===== src/rtl/alu_result_wb_pkg.sv =====
// Shared definitions for the ALU result writeback buffer: opcodes, FIFO entry
// layout and a compile-time log2 helper.
package alu_result_wb_pkg;

    localparam logic [3:0] OP_ADD = 4'b0000;
    localparam logic [3:0] OP_SUB = 4'b1000;

    // Entry tag field is sized for the widest tag any instance may use.
    localparam int TAG_MAX_W = 8;

    typedef struct packed {
        logic [62:0]          data;
        logic                 cf;
        logic                 zf;
        logic [TAG_MAX_W-1:0] tag;
    } wb_entry_t;

    function automatic int clog2(input int value);
        int r;
        int v;
        r = 0;
        v = value - 1;
        while (v > 0) begin
            r = r + 1;
            v = v >> 1;
        end
        return r;
    endfunction

endpackage


===== src/rtl/alu_wb_flag_gen.sv =====
// Combinational flag generator: splits a 64-bit add/sub result into value,
// carry/borrow and zero flag; unknown opcodes yield a zeroed value with zf set.
module alu_wb_flag_gen
    import alu_result_wb_pkg::*;
(
    input  logic [3:0]  opcode,
    input  logic [63:0] result,
    output logic [62:0] data,
    output logic        cf,
    output logic        zf
);

    always_comb begin
        data = '0;
        cf   = 1'b0;
        zf   = 1'b1;
        if (opcode == OP_ADD || opcode == OP_SUB) begin
            data = result[62:0];
            cf   = result[63];
            zf   = (result[62:0] == 63'd0);
        end
    end

endmodule


===== src/rtl/alu_result_wb.sv =====
// Writeback FIFO between the add/sub ALU and the register-file write port.
// Optional statistics counters are built when ALU_WB_STATS_EN is defined.
module alu_result_wb
    import alu_result_wb_pkg::*;
#(
    parameter int DEPTH = 4,
    parameter int TAG_W = 3
) (
    input  logic                 clk,
    input  logic                 rst_n,
    input  logic                 in_valid,
    output logic                 in_ready,
    input  logic [3:0]           in_opcode,
    input  logic [63:0]          in_result,
    input  logic [TAG_W-1:0]     in_tag,
    output logic                 out_valid,
    input  logic                 out_ready,
    output logic [62:0]          out_data,
    output logic                 out_cf,
    output logic                 out_zf,
    output logic [TAG_W-1:0]     out_tag,
    output logic [clog2(DEPTH):0] out_count
`ifdef ALU_WB_STATS_EN
    ,
    output logic [15:0]          wb_done_cnt,
    output logic [15:0]          full_stall_cnt
`endif
);

    localparam int PTR_W = clog2(DEPTH);
    localparam int CNT_W = PTR_W + 1;

    wb_entry_t        mem [DEPTH];
    wb_entry_t        new_entry;
    wb_entry_t        head;
    logic [PTR_W-1:0] wptr;
    logic [PTR_W-1:0] rptr;
    logic [CNT_W-1:0] count;
    logic [62:0]      fg_data;
    logic             fg_cf;
    logic             fg_zf;
    logic             push;
    logic             pop;
    logic             tag_unused;

    alu_wb_flag_gen u_flag_gen (
        .opcode (in_opcode),
        .result (in_result),
        .data   (fg_data),
        .cf     (fg_cf),
        .zf     (fg_zf)
    );

    // in_ready depends only on registered occupancy, never on out_ready.
    assign in_ready  = (count != CNT_W'(DEPTH));
    assign out_valid = (count != '0);
    assign push      = in_valid && in_ready;
    assign pop       = out_valid && out_ready;

    always_comb begin
        new_entry      = '0;
        new_entry.data = fg_data;
        new_entry.cf   = fg_cf;
        new_entry.zf   = fg_zf;
        new_entry.tag  = TAG_MAX_W'(in_tag);
    end

    // Storage is cleared on reset so the head reads as all-zero afterwards.
    always_ff @(posedge clk or negedge rst_n) begin
        if (!rst_n) begin
            for (int i = 0; i < DEPTH; i++) begin
                mem[i] <= '0;
            end
        end else if (push) begin
            mem[wptr] <= new_entry;
        end
    end

    always_ff @(posedge clk or negedge rst_n) begin
        if (!rst_n) begin
            wptr  <= '0;
            rptr  <= '0;
            count <= '0;
        end else begin
            if (push) begin
                wptr <= wptr + 1'b1;
            end
            if (pop) begin
                rptr <= rptr + 1'b1;
            end
            case ({push, pop})
                2'b10:   count <= count + 1'b1;
                2'b01:   count <= count - 1'b1;
                default: count <= count;
            endcase
        end
    end

    assign head       = mem[rptr];
    assign out_data   = head.data;
    assign out_cf     = head.cf;
    assign out_zf     = head.zf;
    assign out_tag    = head.tag[TAG_W-1:0];
    assign out_count  = count;
    assign tag_unused = ^head.tag;

`ifdef ALU_WB_STATS_EN
    always_ff @(posedge clk or negedge rst_n) begin
        if (!rst_n) begin
            wb_done_cnt    <= '0;
            full_stall_cnt <= '0;
        end else begin
            if (pop) begin
                wb_done_cnt <= wb_done_cnt + 1'b1;
            end
            if (in_valid && !in_ready && full_stall_cnt != 16'hFFFF) begin
                full_stall_cnt <= full_stall_cnt + 1'b1;
            end
        end
    end
`endif

endmodule

===== config.mk =====
export PLATFORM = sky130hd
export DESIGN_NAME = alu_result_wb
export DESIGN_NICKNAME = d
export VERILOG_FILES = /design/src/rtl/alu_result_wb_pkg.sv /design/src/rtl/alu_wb_flag_gen.sv /design/src/rtl/alu_result_wb.sv
export SDC_FILE = /design/constraint.sdc
export NUM_CORES = 1
export LEC_CHECK = 0
export ABC_CLOCK_PERIOD_IN_PS = 2800
export CAP_MARGIN = 0
export CORE_MARGIN = 8
export CORE_UTILIZATION = 56
export CTS_CLUSTER_DIAMETER = 100
export CTS_CLUSTER_SIZE = 14
export DETAILED_ROUTE_END_ITERATION = 16
export GPL_ROUTABILITY_DRIVEN = 1
export MAX_ROUTING_LAYER = met4
export PLACE_DENSITY = 0.87
export SYNTH_ARGS = -nofsm -noshare
export SYNTH_HDL_FRONTEND = slang
export SYNTH_SLANG_ARGS = --single-unit

===== constraint.sdc =====
create_clock -name clk -period 2.8 [get_ports clk]
set_clock_uncertainty 0.1 [all_clocks]
set_input_delay 0.56 -clock clk [delete_from_list [all_inputs] [get_ports clk]]
set_output_delay 0.56 -clock clk [all_outputs]
set_load 0.02 [all_outputs]

# Word-level counts from Yosys, hierarchy flattened
# Index checks and enable logic that the tools add are counted.
# word_totals
register_bits	299
inputBits	75
output_inout_bits	73
word_cells	50
# classes
addsub	4
n_lt_le_gt_ge	3
n_eq_ne	4
muxes	10
bitwise	2
n_reduce_logical	8
# op_table
operator	n
bitwise mux 292 bit	1
two-way mux 73 bit	3
binary-select mux 73 bit (select 2 bit)	1
demux 73 bit (select 2 bit)	1
logical NOT 63 bit	1
two-way mux 63 bit	1
>= comparator 3 bit (second input constant)	2
inverter 2 -> 3 bit	2
one-hot mux 3 bit (2 select lines)	1
adder 2 x 1 -> 2 bit (second input constant)	2
equality test 4 bit (second input constant)	1
logical NOT 4 bit	1
adder 3 x 1 -> 3 bit (second input constant)	1
logical AND 1 bit	3
less-than comparator 3 x 1 -> 1 bit (second input constant)	1
inequality test 3 bit (second input constant)	1
nonzero test 3 bit	1
subtractor 3 x 1 -> 3 bit (second input constant)	1
equality test 2 x 1 -> 1 bit (second input constant)	1
equality test 2 bit (second input constant)	1
two-way mux 1 bit	2
nonzero test 2 bit	1
logical OR 1 bit	1

# Longest topological paths before layout
# Gate-level depths: netlist of run 1.
# depth
ltp_word	6
mapped_depth	9
depth_no_buf	8

# By module
# From an unflattened synthesis of run 1, not the netlist that was laid out.
# unflattened
cells_unflattened	791
hier_area_um2	13018.7
# modules_own_cells
module	instances	cells_per_inst	area_per_inst_um2	seq_area_each_um2
alu_result_wb	1	697	12445.7	6981.7
alu_wb_flag_gen	1	94	573.0	0.0

# Worst setup path before layout of run 1
# Ideal clock, no wire load.
# synth_path
path_kind	flip-flop to flip-flop
start	register count[0] (netlist: out_count[0])
end	register count[2] (netlist: out_count[2])
setup_time_ns	0.080
arrival_time_ns	2.154
required_ns	2.620
slack_ns	0.466
stages_incl_launch_ff	10
path_buffers	1
period_less_slack_ns	2.334
path_cell_list	dfrtp_1 > or3b_1 > buf_2 > nand2_1 > ha_1 > inv_1 > fa_1 > xor2_1 > nor2_1 > xor2_1
# synth_between
elab_chain_len	4
elab_cells_between_ends	10
classes_between	add/sub (2); eq/ne (3); mux (1); reduce/logical (4)
# synth_lines
element	line_no	text
start, declared	alu_result_wb.sv:38	logic [CNT_W-1:0] count;
start signal, assigned	alu_result_wb.sv:92	2'b10: count <= count + 1'b1;
start signal, assigned	alu_result_wb.sv:93	2'b01: count <= count - 1'b1;
start signal, assigned	alu_result_wb.sv:94	default: count <= count;
inequality test 3 bit *	alu_result_wb.sv:55	assign in_ready = (count != CNT_W'(DEPTH));
named net in_ready	alu_result_wb.sv:12	output logic in_ready,
logical AND 1 bit *	alu_result_wb.sv:57	assign push = in_valid && in_ready;
equality test 2 x 1 -> 1 bit or equality test 2 bit (tied branches)	alu_result_wb.sv:91	case ({push, pop})
one-hot mux 3 bit (2 select lines) or nonzero test 2 bit (tied branches)	-	
# Mark *: on every way through the listed nets, which the timed path passes. The rest lies on a longest branch.
# A chain may end at the register's enable or synchronous reset.

# Final worst setup path of run 1
# layout_path
start	register rptr[0]
end	output out_tag[1]
# layout_between
elab_chain_len	4
# layout_lines
element	line_no	text
start, declared	alu_result_wb.sv:37	logic [PTR_W-1:0] rptr;
start signal, assigned	alu_result_wb.sv:89	rptr <= rptr + 1'b1;
inverter 2 -> 3 bit (not written as such)	alu_result_wb.sv:99	assign head = mem[rptr];
binary-select mux 73 bit (select 2 bit)	alu_result_wb.sv:99	
two-way mux 73 bit (not written as such) (2 in series)	alu_result_wb.sv:99	
end, declared	alu_result_wb.sv:21	output logic [TAG_W-1:0] out_tag,
# Every way passes these cells. The select of a mux whose other input is x is not followed.

==> results of run 1 <==
==> state kept, by name, summed over array words and instances (netlist names) <==
signal / count
out_count: 3
wptr: 2
rptr: 2
mem: 272
==> per-stage QoR <==
step	area [sq um]	setup WS, ps	setup TNS (ps)
floorplan	12100	466	0
global placement	13900	118	0
detailed placement	13900	81.7	0
CTS	14600	-23.2	-52.9
global route	14500	-14.6	-36.7
finish	14500	59.2	0
==> cells in the mapped netlist (10+ instances only) <==
| library cell | number | area share (%) |
|---|---|---|
| nand2_1 | 358 | 11 |
| buf_2 | 16 | 0.66 |
| clkbuf_1 | 26 | 0.81 |
| mux4_2 | 68 | 13 |
| dfrtp_1 | 279 | 58 |
| buf_6 | 10 | 0.93 |
| nor4_1 | 14 | 0.72 |
| o21ai_1 | 38 | 1.6 |
| o21ai_0 | 218 | 9.0 |
| buf_4 | 26 | 1.6 |
==> layer usage <==
metal	wire (um)	share of wire, %	vias up	global-route usage, %
li1	-	-	4054	-
met1	12000	39	4447	29.1
met2	15000	49	366	38.5
met3	2110	6.9	80	4.65
met4	1270	4.2	0	10.3
met5	0	0	-	-
==> cell families after synthesis <==
family / synth area share [%]
AND/OR/NAND/NOR: 13.2
flip-flops: 57.7
AO/OA/AOI/OAI: 10.8
buffers and inverters: 4.25
multiplexers: 12.8
XOR/XNOR: 0.435
adder cells (fa/ha/maj): 0.683
==> repair_timing <==
item                                   4_1_cts  5_1_grt
endpoints found under the hold margin       71        0
setup endpoints to repair                   67       42
hold buffers                                 1        0
cloned                                       2        3
setup buffers                                5        0
gates resized for setup                    171       35
==> worst register-to-register path: stages (launching register included) <==
cell and delay (ps):
dfrtp_1 430, or3b_1 410, nand2_1 160, ha_1 210, inv_1 60, fa_1 370
xor2_1 150, nor2_1 110, xor2_1 160
==> how the worst min path moves through the flow <==
stage	end	slack [ps]	cells after the start
global placement	mem[146]	350	2
global route	mem[75]	390	2
detailed placement	mem[75]	360	2
finish	mem[75]	370	2
floorplan	mem[0]	160	0
CTS	mem[75]	370	2
==> power breakdown <==
group / leakage [nW] / switching [mW] / internal (mW) / total, mW
logic: 2.39 / 3.10 / 2.46 / 5.56
registers: 3.79 / 0.709 / 5.26 / 5.97
clock network: 0.286 / 1.32 / 1.46 / 2.78
total: 6.46 / 5.13 / 9.17 / 14.3
==> layout make-up <==
cell class              instances  share of cell area, %
clock buffers                  25                   4.03
multi-input cells             738                   32.0
inverters                       5                  0.130
well taps                     275                   2.38
repair buffers                189                   13.2
flip-flops and latches        279                   48.3
==> run metrics, run 1 <==
Worst Path Required ~2100 ps; # clock sinks 279; multi-input logic area about 0.0046 sq mm; clk slew on worst S/H paths about 70 ps; CP arrival 2080 ps; Critical path buffers and inverters 3; setup slack, reg-to-reg approximately 570 ps; DR DRC count 0; Hold Path Origin mem[75]; leakage power ~6.5 nW; CP Class reg2out; Pre-Repair DR Iteration Count 5; Mapped Area ~0.012 sq mm; vias in the first global route around 9500; FFs w/ async S/R, synth between 90% and 100%; number of synthesized register bits between 200 and 300; CP endpoint kind output pin; CTS Buf Count 23; Worst Reg-to-Reg Cells 8; leading cell type in the layout, fill and taps excluded nand2_1; Fin Hold WS between 300 and 400 ps; Tot GR Track Use around a quarter; Clk Tree Root Cell clkbuf_16; RSZ-0062 raised after global routing true; slew margin rel. between 50% and 60%; sequential element share of the synthesized area approximately 58%; Register Area roughly 0.007 sq mm; largest net degree at the start of global routing slightly below 80; # H-tree levels 1; warnings from Yosys 0; Power Density between 900 and 1000 mW/mm^2; Worst Max-Slew Pin Slew slightly above 600 ps; post-DP HPWL between 15 and 20 mm; min-delay worst type reg2reg; critical path peak fanout 11; Nets approximately 1300; crit-path leading delay family buffers and inverters; Filler cells around 1500; Placed Cells 1475; Post-synth EDFFs 0; row cnt 53; Mean Syn Cell Area 11.0 sq um; Critical Path Stages 4; # diodes 0; Final Cycle Share a little over nine tenths; Max clock buf depth 3; Routed WL per cell slightly above 20 um; run status finished clean; initial antenna violation count 0; via count roughly 8900; critical-path cell list buf_4 -> buf_12 -> mux4_2 -> clkdlybuf4s15_2; ys flop type dfrtp_1; die area around 0.027 sq mm; GP Congestion 0.793; # Max-Cap Violations 0; Post-Route WL 30.4 mm; Max stage delay on crit path ~520 ps; Boundary Pins 148; CTS tree done; cells after synthesis 1102; die width approximately 160 um; worst skew pair latency roughly 500 ps; final hold vios 0; CP Capture Point out_tag[1]; crit start category flop; post-layout util between 60% and 70%; share of cells above drive strength 1 15.5%; total power 14.3 mW; VDD IR max 0.592 mV; Layout area overhead 19.7%; r2r startpoint out_count[0]; vias per cell ~5.9; post-synth cell types 30; f_max ~360 MHz; Port-buffer cells 146; Slowest cell on crit path mux4_2; Mapped Nets around 1200; Initial Utilization 57.3%; 1st-iter DRT viols 799; Worst Setup SP rptr[0]; first-pass GRT wire length 49.3 mm; Core Area about 0.021 sq mm; crit path time final around 2700 ps; Setup Viol. Count Final 0; antenna viol nets, final 0; Final Non-Filler Cells around 1500; gr ovfl total 0; die height approximately 160 um; commonest non-fill, non-tap cells in the layout nand2_1 (358), dfrtp_1 (277), o21ai_0 (218); FF-to-FF End out_count[2]; Slew Limit Fails 0
Power figures use the tool's default switching activity.
==> inputs of run 2 (changes only) <==
--- a/config.mk
+++ b/config.mk
@@ -5,16 +5,16 @@
 export SDC_FILE = /design/constraint.sdc
 export NUM_CORES = 1
 export LEC_CHECK = 0
-export ABC_CLOCK_PERIOD_IN_PS = 2800
 export CAP_MARGIN = 0
 export CORE_MARGIN = 8
-export CORE_UTILIZATION = 56
+export CORE_UTILIZATION = 57
 export CTS_CLUSTER_DIAMETER = 100
 export CTS_CLUSTER_SIZE = 14
 export DETAILED_ROUTE_END_ITERATION = 16
 export GPL_ROUTABILITY_DRIVEN = 1
 export MAX_ROUTING_LAYER = met4
-export PLACE_DENSITY = 0.87
+export PLACE_DENSITY = 0.88
 export SYNTH_ARGS = -nofsm -noshare
 export SYNTH_HDL_FRONTEND = slang
+export SYNTH_HIERARCHICAL = 1
 export SYNTH_SLANG_ARGS = --single-unit
==> run 2 against run 1 <==
Via count is 18% lower. Non-clock buffer count is 4 lower. Clock power hardly changed. Synthesized area is 7.7% higher. Sequential share of layout area is 3.1 points lower. Worst hold slack better by 28 ps. Sequential power hardly changed.
==> run metrics, run 2 <==
Initial Utilization 57.9% (+0.52 points); DR DRC count 0 (unchanged); Routed WL per cell 23.2 um (+15%); Core Area 0.0225 sq mm (+6.7%); post-DP HPWL 18.8 mm (-4.9%); Worst Path Required 2140 ps (about the same); area leader, netlist dfrtp_1; Nets 1026 (-22%); initial antenna violation count 2 (+2); Tot GR Track Use 21.3% (-2.6 points); # clock sinks 279 (unchanged); crit start category flop; Worst Max-Slew Pin Slew 457 ps (-150 ps); Post-synth EDFFs 0 (unchanged); Worst Setup SP rptr[0]; Final Cycle Share 97.4% (-0.51 points); CTS Buf Count 23 (unchanged); critical path peak fanout 8 (-3); Mapped Nets 872 (-26%); FF-to-FF End out_count[2]; Slew Limit Fails 0 (unchanged); die height 167 um (+2.6%); antenna viol nets, final 0 (unchanged); via count 7349 (-18%); vias per cell 5.97 (+0.74%); Worst Reg-to-Reg Cells 8 (unchanged); cell area after placement 0.0150 sq mm (+7.7%); row cnt 55 (+3.8%); run status finished clean; slew margin rel. 69.2% (+9.7 points); synth top area cells dfrtp_1 (54%), mux2_2 (17%), mux4_2 (12%), mux2_4 (9.2%), and2_1 (3.1%); crit path time final 2730 ps (-14.3 ps); final hold vios 0 (unchanged); min-delay worst type reg2reg; vias in the first global route 8408 (-11%); Layout area overhead 18.8%; first-pass GRT wire length 46.4 mm (-5.9%); most frequent cell after synthesis dfrtp_1; clk slew on worst S/H paths 70 ps (about the same); leading cell type in the layout, fill and taps excluded dfrtp_1; CP Capture Point out_data[29]; Mapped Area 0.0130 sq mm (+7.7%); Setup Viol. Count Final 0 (unchanged); Power Density 971 mW/mm^2 (-1.8%); top cells by count, synth dfrtp_1 (279), mux2_2 (193), mux2_4 (80); r2r startpoint out_count[0]; sequential element share of the synthesized area 53.6% (-4.1 points); commonest non-fill, non-tap cells in the layout dfrtp_1 (277), mux2_2 (193), mux2_4 (80); CTS tree done; total power 15.0 mW (+4.9%); CP arrival 2070 ps (about the same); ys flop type dfrtp_1; f_max 367 MHz (+0.53%); die width 167 um (+2.6%); Final WS setup 73.6 ps (+14.3 ps); # Max-Cap Violations 0 (unchanged); post-route design area 0.0155 sq mm (+6.8%); VDD IR max 0.712 mV (+20%); post-layout util 68.7% (+0.083 points); CP endpoint kind output pin; Mean Syn Cell Area 16.5 sq um (+50%); # H-tree levels 1 (unchanged); Max clock buf depth 3 (unchanged); share of cells above drive strength 1 49.0% (+34 points); setup slack, reg-to-reg 420 ps (-150 ps); Boundary Pins 148 (unchanged); warnings from Yosys 6 (+6); CP Class reg2out; worst skew pair latency 500 ps (about the same); number of synthesized register bits 279 (unchanged); max reg flops 272 (unchanged); Top reg by flops mem; pre-CTS setup slack 58.4 ps (-23.3 ps); share of the synthesized area in the top cell type 53.6% (-4.1 points); post-synth cell types 26 (-13%); Filler cells 1478 (-4.4%); cells after synthesis 791 (-28%); Clk Tree Root Cell clkbuf_16; GP Congestion 0.759 (-4.2%); 1st-iter DRT viols 451 (-44%); FFs w/ async S/R, synth 100% (unchanged); gr ovfl total 0 (unchanged); Port-buffer cells 146 (unchanged); die area 0.0279 sq mm (+5.2%); Post-Route WL 28.6 mm (-6.0%); Pre-Repair DR Iteration Count 4 (-1); largest net degree at the start of global routing 66 (-14%); leakage power 7.24 nW (+12%)
==> run 2: cell types whose count changed in the layout (fill, tap and decap cells not counted), sizes merged, moves of 32 or more <==
| cell | before | now |
|---|---|---|
| nand2 | 358 | 3 |
| and2 | 1 | 64 |
| o21ai | 256 | 0 |
| buf | 78 | 46 |
| mux2 | 1 | 273 |
| clkbuf | 30 | 64 |
==> run 2: per-layer routing <==
metal	global-route usage [%]	part of all wire [%]
met5	-	0
met4	7.10	3.4
met1	28.2	43
met3	3.88	5.4
met2	33.3	48
==> run 2: worst min path at each step <==
stage	end	slack (ps)	depth (start not counted)	from
finish	mem[81]	400	1	mem[81]
global route	mem[100]	410	1	mem[100]
CTS	mem[100]	410	1	mem[100]
detailed placement	mem[58]	390	1	mem[58]
global placement	mem[104]	380	1	mem[104]
floorplan	mem[0]	160	0	rst_n
==> run 2: repair_timing <==
item | in CTS | in global routing
setup buffers | 5 | 3
endpoints found under the setup margin | 68 | 60
resized for setup | 120 | 74
hold buffers | 1 | 0
endpoints found under the hold margin | 51 | 0
==> run 2: final cells by class <==
cell class,instances,area (sq um),share of cell area (%)
Sequential cell,279,6990,45.2
Multi-Input combinational cell,451,5680,36.8
Timing Repair Buffer,185,1820,11.8
Clock buffer,25,583,3.77
Tap cell,285,357,2.31
Inverter,5,18.8,0.121
Antenna cell,2,5.00,0.0324
==> run 2: kinds of logic after synthesis <==
family	synth area share [%]
buffers and inverters	2.91
xor gates and xnor gates	0.404
and+or+nand+nor	4.59
AOI/OAI and AO/OA	0.0673
muxes	37.8
DFF	53.6
adders and majority gates	0.634
==> run 2: stage by stage <==
step	TNS [ps]	std cells	hold WS, ps
2_1_floorplan	0	791	164
3_3_place_gp	0	1196	383
4_1_cts	-19.5	1227	405
3_5_place_dp	0	1196	390
5_1_grt	-0.172	1232	411
6_report	0	1232	400
==> run 2: where the power goes <==
part / total, mW / internal (mW) / switching, mW
Combinational: 6.23 / 3.43 / 2.79
Clock: 2.78 / 1.46 / 1.33
Sequential: 6.00 / 5.31 / 0.688
Total: 15.0 / 10.2 / 4.81
==> run 2: critical path, cell delays in order, from the launching register on <==
cell and delay, ps:
dfrtp_4 510, buf_12 160, buf_4 150, mux4_2 420, clkdlybuf4s15_1 320
